`config.mk`:
```
export PLATFORM = sky130hd
export DESIGN_NAME = bank_req_seq
export DESIGN_NICKNAME = d
export VERILOG_FILES = /design/src/rtl/bank_req_seq.sv
export SDC_FILE = /design/constraint.sdc
export NUM_CORES = 1
export LEC_CHECK = 0
export CELL_PAD_IN_SITES_DETAIL_PLACEMENT = 1
export CELL_PAD_IN_SITES_GLOBAL_PLACEMENT = 2
export CORE_UTILIZATION = 27
export DETAILED_ROUTE_END_ITERATION = 16
export PLACE_DENSITY = 0.79
export REMOVE_ABC_BUFFERS = 1
export SYNTH_ARGS = -nofsm -noshare
export SYNTH_HDL_FRONTEND = slang
export SYNTH_SLANG_ARGS = --single-unit
```
`constraint.sdc`:
```
create_clock -name clk -period 2 [get_ports clk]
set_clock_uncertainty 0.05 [all_clocks]
set_input_delay 0.2 -clock clk [delete_from_list [all_inputs] [get_ports clk]]
set_output_delay 0.2 -clock clk [all_outputs]
set_load 0.01 [all_outputs]
```
`src/rtl/bank_req_seq.sv`:
```
// bank_req_seq: single-beat request front-end for one CIM/SRAM bank; times writes and reads
// from bank_ctrl phase outputs and returns sensed data through a one-entry response register.
module bank_req_seq #(
  parameter int AW     = 6,
  parameter int DW     = 32,
  parameter int WR_CYC = 2
) (
  input  logic          clk,
  input  logic          rst_n,
  input  logic          req_valid,
  output logic          req_ready,
  input  logic          req_we,
  input  logic [AW-1:0] req_addr,
  input  logic [DW-1:0] req_wdata,
  output logic          rsp_valid,
  input  logic          rsp_ready,
  output logic [DW-1:0] rsp_rdata,
  output logic          wr_ack,
  output logic          w_en,
  output logic [AW-1:0] wl_addr,
  output logic [DW-1:0] din,
  input  logic          preb,
  input  logic          w_drv,
  input  logic          sa_en,
  input  logic [DW-1:0] sa_dout
);
  typedef enum logic [2:0] {IDLE, W_ARM, W_HOLD, W_END, R_SYNC, R_WAIT, RSP} state_t;
  state_t        r_state;
  logic [7:0]    r_cnt;
  logic          r_req_ready, r_rsp_valid, r_wr_ack, r_w_en;
  logic [AW-1:0] r_addr;
  logic [DW-1:0] r_din, r_rdata;
  assign req_ready = r_req_ready;
  assign rsp_valid = r_rsp_valid;
  assign wr_ack    = r_wr_ack;
  assign w_en      = r_w_en;
  assign wl_addr   = r_addr;
  assign din       = r_din;
  assign rsp_rdata = r_rdata;
  // Outputs are registered alongside the state so every output is a flop.
  always_ff @(posedge clk or negedge rst_n)
    if (!rst_n) begin
      r_state     <= IDLE;
      r_cnt       <= '0;
      r_req_ready <= 1'b1;
      r_rsp_valid <= 1'b0;
      r_wr_ack    <= 1'b0;
      r_w_en      <= 1'b0;
      r_addr      <= '0;
      r_din       <= '0;
      r_rdata     <= '0;
    end else begin
      r_wr_ack <= 1'b0;
      case (r_state)
        IDLE: if (req_valid) begin
          r_addr      <= req_addr;
          r_req_ready <= 1'b0;
          if (req_we) begin
            r_din   <= req_wdata;
            r_w_en  <= 1'b1;
            r_state <= W_ARM;
          end else r_state <= R_SYNC;
        end
        W_ARM: if (w_drv) begin
          r_cnt <= 8'd1;
          if (WR_CYC == 2) begin
            r_state  <= W_END;
            r_w_en   <= 1'b0;
            r_wr_ack <= 1'b1;
          end else r_state <= W_HOLD;
        end
        W_HOLD: begin
          r_cnt <= r_cnt + 8'd1;
          if (r_cnt == 8'(WR_CYC - 2)) begin
            r_state  <= W_END;
            r_w_en   <= 1'b0;
            r_wr_ack <= 1'b1;
          end
        end
        W_END: begin
          r_state     <= IDLE;
          r_req_ready <= 1'b1;
        end
        // A full PRE must pass with the new address before a sense is trusted.
        R_SYNC: if (!preb) r_state <= R_WAIT;
        R_WAIT: if (sa_en) begin
          r_rdata     <= sa_dout;
          r_rsp_valid <= 1'b1;
          r_state     <= RSP;
        end
        RSP: if (rsp_ready) begin
          r_rsp_valid <= 1'b0;
          r_req_ready <= 1'b1;
          r_state     <= IDLE;
        end
        default: r_state <= IDLE;
      endcase
    end
endmodule

```
==> impl_metrics.py <==
metrics = {
    "floorplan": {
        "initial_utilization": 0.278,
        "die_area_sq_mm": 0.0134,
        "boundaryPins": 152,
        "coreArea_sq_mm": 0.0126,
        "die_x_um": 116,
        "die_h_um": 116,
        "rows": 41,
    },
    "sta": {
        "post-route-period-util": 0.883,
        "tns_ps": 0,
        "slew_viol_final": 0,
        "finalSetupViolCount": 0,
        "final_hold_viol_count": 0,
        "fmax_mhz": 566,
        "tightest_slew_ps": 419,
        "slew_headroom": 0.720,
        "rsz0062_at_grt": "false",
        "layout_min_cycle_time_ps": 1770,
    },
    "yosys": {
        "synthAdderAreaFrac": 0.00714,
        "synth.area.mux_share": 0.262,
        "synthDistinctLibCells": 35,
        "synth_edf_count": 0,
        "synth_top_flop_cell": "dfrtp_1",
        "synthCells": 233,
        "async_flop_share": 1.00,
        "seq_area_frac_synth": 0.607,
        "synth_compound_area_frac": 0.0342,
        "yosys.area_share.simple": 0.0617,
        "synthesis.area_sq_mm": 0.00351,
        "synth.avg_cell_area_sq_um": 15.1,
        "synth-seq-cells": 85,
        "synth_top_family_by_area": "multiplexers",
        "yosysWarningCount": 0,
        "synth_xor_area_frac": 0.00250,
    },
    "worst_setup_path": {
        "critPathMaxFanout": 8,
        "crit_path_start_kind": "flop",
        "max_stage_delay_ps": 570,
        "path_delay_family": "simple AND/OR/NAND/NOR gates",
        "end_kind": "flop",
        "cp.required_ps": 2210,
        "critPathBufInv": 0,
        "path_cells": "or3b_2 > nor3_2 > and3_1 > mux2i_1",
        "cp_slowest_cell": "or3b_2",
        "crit_arrival_ps": 1980,
        "crit_type": "reg -> reg",
    },
    "clock_tree": {
        "clock_path_buffers": 2,
        "post-cts-setup-buffers": 0,
        "clkTransAtPathRegs_ps": 60,
        "cts_tree": "done",
        "cts.sinks": 85,
        "htree_levels": 3,
        "numCtsBuffers": 9,
        "clk_latency_ps": 340,
        "cts_root_buffer": "clkbuf_16",
    },
    "routing": {
        "drc": 0,
        "ant_nets": 0,
        "wl_um": 9100,
        "routed.top_layer": "met4",
        "via_per_inst": 4.39,
        "drt-initial-drc-count": 73,
        "routed-wl-met2_um": 4860,
        "vias": 2509,
        "drtPass1Iterations": 2,
        "wire_per_inst_um": 15.9,
        "wirelength_met1_um": 3580,
        "dr_wl_met3_um": 563,
    },
    "layout": {
        "area_growth_syn_to_layout_pct": 58.3,
        "fin_area_sq_mm": 0.00555,
        "drive_gt1_frac": 0.245,
        "nFillCells": 1339,
        "antenna_cells": 0,
        "nets": 475,
    },
    "outcome": {
        "status": "finished, final reports clean",
    },
    "worst_hold_path": {
        "hp-class": "in -> async",
    },
    "global_route": {
        "grt_pass1_wl_um": 14800,
        "grt.overflow.total": 0,
        "globalRouteTotalUtil": 0.148,
        "grt_antenna_before_repair": 0,
        "grt_max_degree": 40,
        "grt_pass1_vias": 2773,
    },
    "power_and_ir_drop": {
        "power_per_cell_area_mw_per_mm2": 1500,
        "p_leak_uw": 0.00244,
        "max-vdd-ir-drop_uv": 660,
    },
    "place": {
        "place_area_sq_mm": 0.00527,
        "gp_congestion": 0.735,
        "numPortBuffers": 151,
        "hpwl_um": 6630,
    },
    "flow_run": {
        "maxCapViolCount": 0,
    },
}
-- cell usage after synthesis, types with 2 or more instances --
master	instances	area, sq um
and3_1	2	12.5
a21oi_1	3	15.0
buf_6	4	45.0
and2_1	2	12.5
mux2_4	29	435
clkbuf_1	3	11.3
dfrtp_1	84	2100
nand2_1	11	41.3
mux2i_1	2	20.0
inv_1	4	15.0
buf_2	4	20.0
nor2_1	11	41.3
nand3_1	4	20.0
o21ai_0	8	40.0
mux2_2	41	462
ha_1	2	25.0
-- what timing repair did --
| action | in CTS | in global routing |
|---|---|---|
| hold endpoints to repair | 28 | 0 |
| hold buffers | 1 | 0 |
| resized for setup | 0 | 0 |
-- path summary, 6_finish.rpt --
kind	start	end	slack (ps)	depth (start not counted)
hold reg to reg	wl_addr[4]	wl_addr[4]	450	1
setup reg to reg	r_state[0]	r_cnt[7]	230	4
min in group clk	sa_dout[28]	rsp_rdata[28]	420	2
max in group asynchronous	rst_n	req_ready	950	3
hold / removal	rst_n	r_cnt[6]	300	2
setup / recovery	r_state[0]	r_cnt[7]	230	4
-- per-stage QoR --
| step | instances | utilization | hold slack (ps) | setup slack [ps] | power (uW) |
|---|---|---|---|---|---|
| finish | 572 | 0.440 | 296 | 234 | 8350 |
| floorplan | 222 | - | -146 | 41.9 | 4690 |
| global placement | 555 | 0.417 | 123 | 257 | 6760 |
| global route | 572 | 0.440 | 324 | 149 | 8910 |
| CTS | 572 | 0.440 | 307 | 224 | 8520 |
| detailed placement | 555 | 0.417 | 122 | 223 | 6890 |
-- where the power goes --
part | total [uW] | leakage (uW) | internal (uW) | switching [uW]
clock network | 1550 | 0.000134 | 909 | 638
registers | 3010 | 0.00104 | 2550 | 460
logic | 3800 | 0.00127 | 2410 | 1380
-- per-layer routing --
layer	global-route usage	up-vias
met4	0.0410	0
met5	0	-
met1	0.168	1301
met3	0.0612	6
li1	-	1136
met2	0.255	66
-- state kept, by name (all words and copies together) (netlist names) --
| signal | cells |
|---|---|
| r_state | 3 |
| din | 32 |
| w_en | 1 |
| rsp_valid | 1 |
| req_ready | 1 |
| r_cnt | 8 |
| rsp_rdata | 32 |
| wr_ack | 1 |
| wl_addr | 6 |
-- placed cells by master, fill, tap and decap left out, types with 2 or more instances in the layout --
cell and count:
clkbuf_8 2, mux2_2 41, nand2_1 11, mux2_4 29, buf_4 8, clkbuf_16 9
a21oi_1 3, nand3_1 4, nor2_1 11, ha_1 2, o21ai_0 8, buf_12 3
mux2i_1 2, inv_1 4, dfrtp_1 84, and2_1 2, clkbuf_1 4, and3_1 2
clkdlybuf4s50_1 150
-- cell type report --
class	instances	area [sq um]	share of cell area
clock inverters	1	5.00	0.000902
multi-input cells	133	1290	0.232
inverters	4	15.0	0.00271
clock buffers	15	268	0.0482
repair buffers	162	1630	0.294
well taps	172	215	0.0388
flip-flops and latches	85	2130	0.383
-- logic make-up (layout without fill, tap and decap cells) --
group / Yosys count / in the layout
flip-flops: 85 / 85
multiplexers: 72 / 72
AND/OR/NAND/NOR: 39 / 39
AO/OA/AOI/OAI: 19 / 19
buffers and inverters: 15 / 182
adder cells (fa/ha/maj): 2 / 2
XOR/XNOR: 1 / 1
Note: power is estimated with default switching activity, not from simulation.
